$ cat config.mk
export PLATFORM = sky130hd
export DESIGN_NAME = puf_window_timer
export DESIGN_NICKNAME = d
export VERILOG_FILES = /design/src/rtl/puf_window_timer.sv
export SDC_FILE = /design/constraint.sdc
export NUM_CORES = 1
export LEC_CHECK = 0
export CORE_UTILIZATION = 45
export CTS_BUF_LIST = sky130_fd_sc_hd__clkbuf_8
export DETAILED_ROUTE_END_ITERATION = 8
export GPL_TIMING_DRIVEN = 0
export MAX_ROUTING_LAYER = met4
export PLACE_DENSITY = 0.7
export SYNTH_ARGS = -nofsm -noshare
export SYNTH_HDL_FRONTEND = slang
export SYNTH_SLANG_ARGS = --single-unit
$ cat constraint.sdc
create_clock -name clk -period 7.08 [get_ports clk]
set_input_delay 1.062 -clock clk [delete_from_list [all_inputs] [get_ports clk]]
set_output_delay 1.062 -clock clk [all_outputs]
set_load 0.05 [all_outputs]
$ cat src/rtl/puf_window_timer.sv
// Measurement-window timer for ring-oscillator PUF counters: drives the CE gating
// (ce_req / time_stop) for exactly window_len cycles, then freezes until clear.
module puf_window_timer #(
    parameter int CNT_WIDTH = 32
) (
    input  logic                 clk,
    input  logic                 rst_n,
    input  logic                 start,
    input  logic                 abort,
    input  logic                 clear,
    input  logic [CNT_WIDTH-1:0] window_len,
    output logic                 ce_req,
    output logic                 time_stop,
    output logic                 busy,
    output logic                 done,
    output logic [CNT_WIDTH-1:0] elapsed,
    output logic [1:0]           dbg_state
);

    // Level-only control: start is honoured in IDLE, clear in STOP, abort in RUN/STOP.
    // abort has priority over clear and over the RUN->STOP transition.
    typedef enum logic [1:0] {
        IDLE = 2'd0,
        RUN  = 2'd1,
        STOP = 2'd2
    } state_t;

    localparam logic [CNT_WIDTH-1:0] CNT_ONE = CNT_WIDTH'(1);

    state_t               state_q, state_d;
    logic [CNT_WIDTH-1:0] len_q, len_d;
    logic [CNT_WIDTH-1:0] elapsed_d;
    logic                 done_d;

    always_ff @(posedge clk or negedge rst_n) begin
        if (!rst_n) begin
            state_q   <= IDLE;
            len_q     <= '0;
            elapsed   <= '0;
            done      <= 1'b0;
            ce_req    <= 1'b0;
            time_stop <= 1'b0;
            busy      <= 1'b0;
        end else begin
            state_q   <= state_d;
            len_q     <= len_d;
            elapsed   <= elapsed_d;
            done      <= done_d;
            ce_req    <= (state_d != IDLE);
            time_stop <= (state_d == STOP);
            busy      <= (state_d != IDLE);
        end
    end

    always_comb begin
        state_d   = state_q;
        len_d     = len_q;
        elapsed_d = elapsed;
        done_d    = 1'b0;
        case (state_q)
            IDLE: begin
                if (start) begin
                    len_d     = window_len;
                    elapsed_d = '0;
                    if (window_len == '0) begin
                        state_d = STOP;
                        done_d  = 1'b1;
                    end else begin
                        state_d = RUN;
                    end
                end
            end
            RUN: begin
                // The abort edge still counts as a completed RUN cycle.
                elapsed_d = elapsed + CNT_ONE;
                if (abort) begin
                    state_d = IDLE;
                end else if (elapsed == len_q - CNT_ONE) begin
                    state_d = STOP;
                    done_d  = 1'b1;
                end
            end
            STOP: begin
                if (abort || clear) begin
                    state_d = IDLE;
                end
            end
            default: state_d = IDLE;
        endcase
    end

    assign dbg_state = state_q;

endmodule

==> results.sh, run 1 <==
export IMPL_grt_pass1_vias=3742
export IMPL_finalSetupViolations=0
export IMPL_max_stage_delay_ps=540
export IMPL_cts_root_buf="clkbuf_8"
export IMPL_gp_congestion=0.960
export IMPL_worstSetupStartpointType="flip-flop"
export IMPL_syn_area_um2=4220
export IMPL_finClkSkew_ps=9.18
export IMPL_synthCells=508
export IMPL_vias=4091
export IMPL_worstPathMaxFanout=9
export IMPL_grt_usage_pct=25.6
export IMPL_path_class="reg -> reg"
export IMPL_worst_slew_pin_slew_ps=884
export IMPL_area_growth_pct=25.2
export IMPL_core_area_um2=8890
export IMPL_rrSetupSlack_ps=3810
export IMPL_hold_violations=0
export IMPL_hold_buffers=0
export IMPL_r2r_start="len_q[0]"
export IMPL_ioPinCount=75
export IMPL_synth_top_area_cell="dfrtp_1"
export IMPL_antenna_found_initial=0
export IMPL_ys_seq_area_share_pct=40.9
export IMPL_dieArea_um2=9770
export IMPL_cts_clk_slew_worst_paths_ps=70
export IMPL_slew_violations=0
export IMPL_hpwl_um=8700
export IMPL_syn_area_per_cell_um2=8.31
export IMPL_drt_iter0_markers=290
export IMPL_grt_setup_unrepaired="no"
export IMPL_ys_flop_type="dfrtp_1"
export IMPL_fin_crit_sh_pct=46.2
export IMPL_r2r_end="time_stop"
export IMPL_overflow=0
export IMPL_numCtsBuffers=9
export IMPL_nNetsFinal=632
export IMPL_start_util_pct=47.5
export IMPL_htreeDepth=3
export IMPL_synth_area_leaders="dfrtp_1, nand2_1, xnor2_1"
export IMPL_synthTopCellsByCount="nand2_1, dfrtp_1, o21ai_0"
export IMPL_die_x_um=98.8
export IMPL_drtAntennaViolNets=0
export IMPL_hold_path_depth=2
export IMPL_synthDistinctLibCells=56
export IMPL_crit_chain="inv_1 > ha_1 > or4b_1 > nor4_4 > nand2_1 > xnor2_1 > nand4_1 > nor4_2 > nand4b_1 > a22oi_1"
export IMPL_clkSinkCount=69
export IMPL_drt_wl_total_um=11400
export IMPL_async_flop_share_pct=100
export IMPL_die_y_um=98.8
export IMPL_drc_errors=0
export IMPL_cts_resized=0
export IMPL_clockBufferDepth=2
export IMPL_pwr_density_cell_nw_per_um2=225
export IMPL_rows=34
export IMPL_fin_hold_ws_ps=527
export IMPL_grt_max_degree=70
export IMPL_cp_top_family="simple AND/OR/NAND/NOR gates"
export IMPL_cp_data_arrival_time_ps=3540
export IMPL_ir_worst_vdd_v=0.000121
export IMPL_drive_gt1_share_pct=4.52
export IMPL_diodes=0
export IMPL_slew_headroom_pct=41.0
export IMPL_fmax_ghz=0.305
export IMPL_cts_setup_buffers=0
export IMPL_min_from="len_q[31]"
export IMPL_holdPathEnd="len_q[31]"
export IMPL_p_leak_nw=2.20
export IMPL_cts_tree="done"
export IMPL_drt_pass1_iter_count=5
export IMPL_status="complete, no violations"
export IMPL_routedWlPerCell_um=16.1
export IMPL_cpMaxStageDelayCell="or4b_1"
export IMPL_syn_num_nets=547
export IMPL_max_cap_violations=0
export IMPL_yosysTopAreaCellShare_pct=40.9
export IMPL_insertion_delay_ps=350
export IMPL_timing_final_crit_period_ps=3270
export IMPL_fin_tns_setup_ps=0
export IMPL_grt_first_pass_wirelength_um=19000
export IMPL_reg2regPathDepth=10
export IMPL_end_kind="flip-flop"
export IMPL_cp_num_buf_inv=1
export IMPL_hold_class="reg -> reg"
export IMPL_synth_most_common_cell="nand2_1"
export IMPL_viasPerCell=5.79
export IMPL_synth_edf_count=0
export IMPL_ys_warn_count=0
export IMPL_port_buffers=74
export IMPL_crit_required_ps=7340
export IMPL_ys_ff_latch=69
## registers in the layout (all words and copies together) (netlist names)
register / count
busy: 1
time_stop: 1
elapsed: 32
dbg_state: 2
done: 1
len_q: 32
## through the flow
step / setup WS [ps] / area, um^2 / instances / util [%] / power, W
global placement: 2540 / 5100 / 690 / 57.3 / 0.000878
global route: 3540 / 5280 / 706 / 59.4 / 0.00126
finish: 3810 / 5280 / 706 / 59.4 / 0.00119
floorplan: 4280 / 4220 / 508 / - / 0.000758
CTS: 3820 / 5280 / 706 / 59.4 / 0.00119
detailed placement: 3820 / 5090 / 690 / 57.3 / 0.000886
## logic make-up after synthesis
logic type	after synthesis	share of synthesized area [%]
xor gates and xnor gates	38	7.89
AOI/OAI and AO/OA	85	12.6
and+or+nand+nor	263	31.4
adders and majority gates	2	0.593
buffers and inverters	40	4.00
DFF	69	40.9
muxes	11	2.61
## layout by cell type, fill, tap and decap left out, types with 6 or more instances in the layout
cell             instances
clkbuf_1                30
nor2_1                  18
nand3_1                 30
xor2_1                  16
nor4_1                  18
o211ai_1                10
and3_1                   8
nand4_1                 17
nor3_1                  13
nand2b_1                 6
a21oi_1                  8
o21ai_0                 37
inv_1                   10
nand2_1                117
clkbuf_8                13
dfrtp_1                 69
mux2i_1                 11
clkdlybuf4s50_1         73
xnor2_1                 22
## report_power, final
part	internal (W)	total [W]	switching, W
registers	0.000440	0.000504	0.0000636
clock network	0.000162	0.000305	0.000143
logic	0.000152	0.000380	0.000228
total	0.000754	0.00119	0.000435
## tightest hold or removal path, delay by kind of cell (launching register included)
kind	cells	cell delay, ps
and+or+nand+nor	2	120
DFF	1	380
## how the worst max path moves through the flow
| stage | to | depth (start not counted) | start | slack [ps] |
|---|---|---|---|---|
| floorplan | elapsed[29] | 10 | dbg_state[1] | 4280 |
| global placement | busy | 1 | rst_n | 2540 |
| detailed placement | time_stop | 10 | len_q[0] | 3820 |
| CTS | time_stop | 10 | len_q[0] | 3820 |
| global route | time_stop | 10 | len_q[0] | 3540 |
| finish | time_stop | 10 | len_q[0] | 3810 |
## metal layers
metal  up-vias  track usage, %  share of wire [%]
met5         -               -                  0
met4         0            9.30                2.2
met3        29            2.84                4.4
met2       124            39.1                 46
met1      1944            35.2                 47
li1       1994               -                  -
## cell type report
cell class	count	area, um^2
fillers	803	3610
multi-input cells	399	2320
flip-flops and latches	69	1730
repair buffers	74	738
clock buffers	13	179
plain buffers	33	143
well taps	108	135
inverters	7	26.3
clock inverters	3	11.3
No activity file was read; power rests on OpenSTA's default activity.
==> run 2, diff against run 1 <==
Clock period 7.08 ns to 3.1 ns, I/O delays scaled along.
==> run 2 against run 1 <==
Effect of this change:
- global-route usage is 0.11 points higher
- flip-flop and latch count did not move
- wire length up 3.1%
- register-to-register slack got worse by 3800 ps
- first-iteration DRC count up 8.3%
- non-clock buffer count increased by 8
- cell count up 1.1%
- sequential power grew 130%
- clock skew shrank 1.8 ps
- count of clock-buffer cells in the layout did not move
==> results.sh, run 2 (synthesis results as in run 1) <==
export IMPL_drt_pass1_iter_count=5
export IMPL_drive_gt1_share_pct=9.08
export IMPL_drtAntennaViolNets=0
export IMPL_path_class="reg -> reg"
export IMPL_fin_crit_sh_pct=99.8
export IMPL_start_util_pct=47.5
export IMPL_antenna_found_initial=0
export IMPL_worst_slew_pin_slew_ps=880
export IMPL_slew_headroom_pct=41.4
export IMPL_layout_common_cells="nand2_1, clkdlybuf4s50_1, dfrtp_1"
export IMPL_fmax_ghz=0.323
export IMPL_cp_data_arrival_time_ps=3350
export IMPL_diodes=0
export IMPL_fin_hold_ws_ps=220
export IMPL_hpwl_um=8700
export IMPL_hold_buffers=0
export IMPL_rows=34
export IMPL_drc_errors=0
export IMPL_ir_worst_vdd_v=0.000283
export IMPL_core_area_um2=8890
export IMPL_nNetsFinal=640
export IMPL_fin_util_pct=61.2
export IMPL_port_buffers=74
export IMPL_rrSetupSlack_ps=5
export IMPL_vias=4121
export IMPL_worstPathMaxFanout=4
export IMPL_r2r_end="time_stop"
export IMPL_clockBufferDepth=2
export IMPL_routedWlPerCell_um=16.4
export IMPL_finClkSkew_ps=7.36
export IMPL_finalNonFillerCells=714
export IMPL_reg2regPathDepth=11
export IMPL_end_kind="flip-flop"
export IMPL_grt_max_degree=70
export IMPL_p_leak_nw=2.27
export IMPL_grt_pass1_vias=3773
export IMPL_cts_tree="done"
export IMPL_finalInstanceArea_um2=5440
export IMPL_r2r_start="len_q[0]"
export IMPL_numCtsBuffers=9
export IMPL_grt_usage_pct=25.7
export IMPL_hold_class="in -> async"
export IMPL_crit_required_ps=3360
export IMPL_grt_first_pass_wirelength_um=19100
export IMPL_slew_violations=0
export IMPL_status="complete, no violations"
export IMPL_max_cap_violations=0
export IMPL_insertion_delay_ps=340
export IMPL_final_common_cell="nand2_1"
export IMPL_drt_wl_total_um=11700
export IMPL_area_growth_pct=28.8
export IMPL_die_x_um=98.8
export IMPL_pwr_density_cell_nw_per_um2=510
export IMPL_cts_root_buf="clkbuf_8"
export IMPL_worstSetupStartpointType="flip-flop"
export IMPL_dieArea_um2=9770
export IMPL_timing_final_crit_period_ps=3090
export IMPL_drt_iter0_markers=314
export IMPL_hold_violations=0
export IMPL_die_y_um=98.8
export IMPL_dp_cells=690
export IMPL_cts_clk_slew_worst_paths_ps=70
export IMPL_clkSinkCount=69
export IMPL_ioPinCount=75
export IMPL_overflow=0
export IMPL_viasPerCell=5.77
export IMPL_finalSetupViolations=0
export IMPL_htreeDepth=3
export IMPL_gp_congestion=0.960
export IMPL_post_dp_cell_area_um2=5090
-- run 2: cell types whose count changed in the layout (fill, tap and decap cells not counted), moves of 2 or more --
| cell | previous run | this run |
|---|---|---|
| nor3_1 | 13 | 11 |
| dfrtp_2 | 0 | 2 |
| nor4_2 | 1 | 3 |
| nor3_2 | 0 | 2 |
| inv_1 | 10 | 8 |
| inv_2 | 0 | 2 |
| clkbuf_1 | 30 | 25 |
| dfrtp_1 | 69 | 67 |
| nor4_1 | 18 | 15 |
| buf_4 | 2 | 14 |
-- run 2: layer usage --
metal	GRT usage, %	vias to the layer above	routed length [um]
met2	39.5	137	5470
met5	-	-	0
met4	9.07	0	249
met3	2.84	26	540
li1	-	2014	-
met1	35.3	1944	5480
-- run 2: critical path: stages (launching register included) --
cell	delay [ps]
dfrtp_2	420
inv_2	80
ha_4	120
or4b_4	480
nor4_4	390
buf_4	190
and3_2	170
a31oi_1	80
nand4b_1	260
nor4_4	370
nand4b_1	230
a22oi_1	220
-- run 2: final cells by class --
| type | instances | area, um^2 |
|---|---|---|
| Fill cell | 796 | 3450 |
| Multi-Input combinational cell | 399 | 2400 |
| Sequential cell | 69 | 1730 |
| Timing Repair Buffer | 86 | 828 |
| Clock buffer | 13 | 179 |
| Tap cell | 108 | 135 |
| Buffer | 29 | 129 |
| Inverter | 7 | 26.3 |
| Clock inverter | 3 | 11.3 |
-- run 2: worst max path at each step --
stage | to | slack [ps] | depth (start not counted) | from
4_1_cts | elapsed[29] | 30 | 10 | dbg_state[1]
3_5_place_dp | time_stop | -160 | 10 | len_q[0]
5_1_grt | time_stop | -60 | 11 | len_q[0]
6_report | time_stop | 5 | 11 | len_q[0]
2_1_floorplan | elapsed[29] | 300 | 10 | dbg_state[1]
3_3_place_gp | busy | -840 | 1 | rst_n
-- run 2: stage by stage --
step | setup TNS, ps | setup slack, ps | total power (W)
after floorplan | 0 | 303 | 0.00173
after global placement | -58080 | -845 | 0.00201
after detailed placement | -395 | -159 | 0.00202
after CTS | 0 | 28.0 | 0.00273
after global routing | -79.4 | -56.9 | 0.00293
final | 0 | 5.08 | 0.00278
-- run 2: power by group --
| part | internal, W | leakage, nW | switching, W |
|---|---|---|---|
| logic | 0.000377 | 1.26 | 0.000523 |
| registers | 0.00101 | 0.902 | 0.000173 |
| clock network | 0.000370 | 0.109 | 0.000326 |
-- run 2: repair_timing --
item,CTS,global route
gates resized for setup,2,18
buffers inserted,3,9
endpoints found under the setup margin,4,6
pin swaps,1,5
cloned,0,0
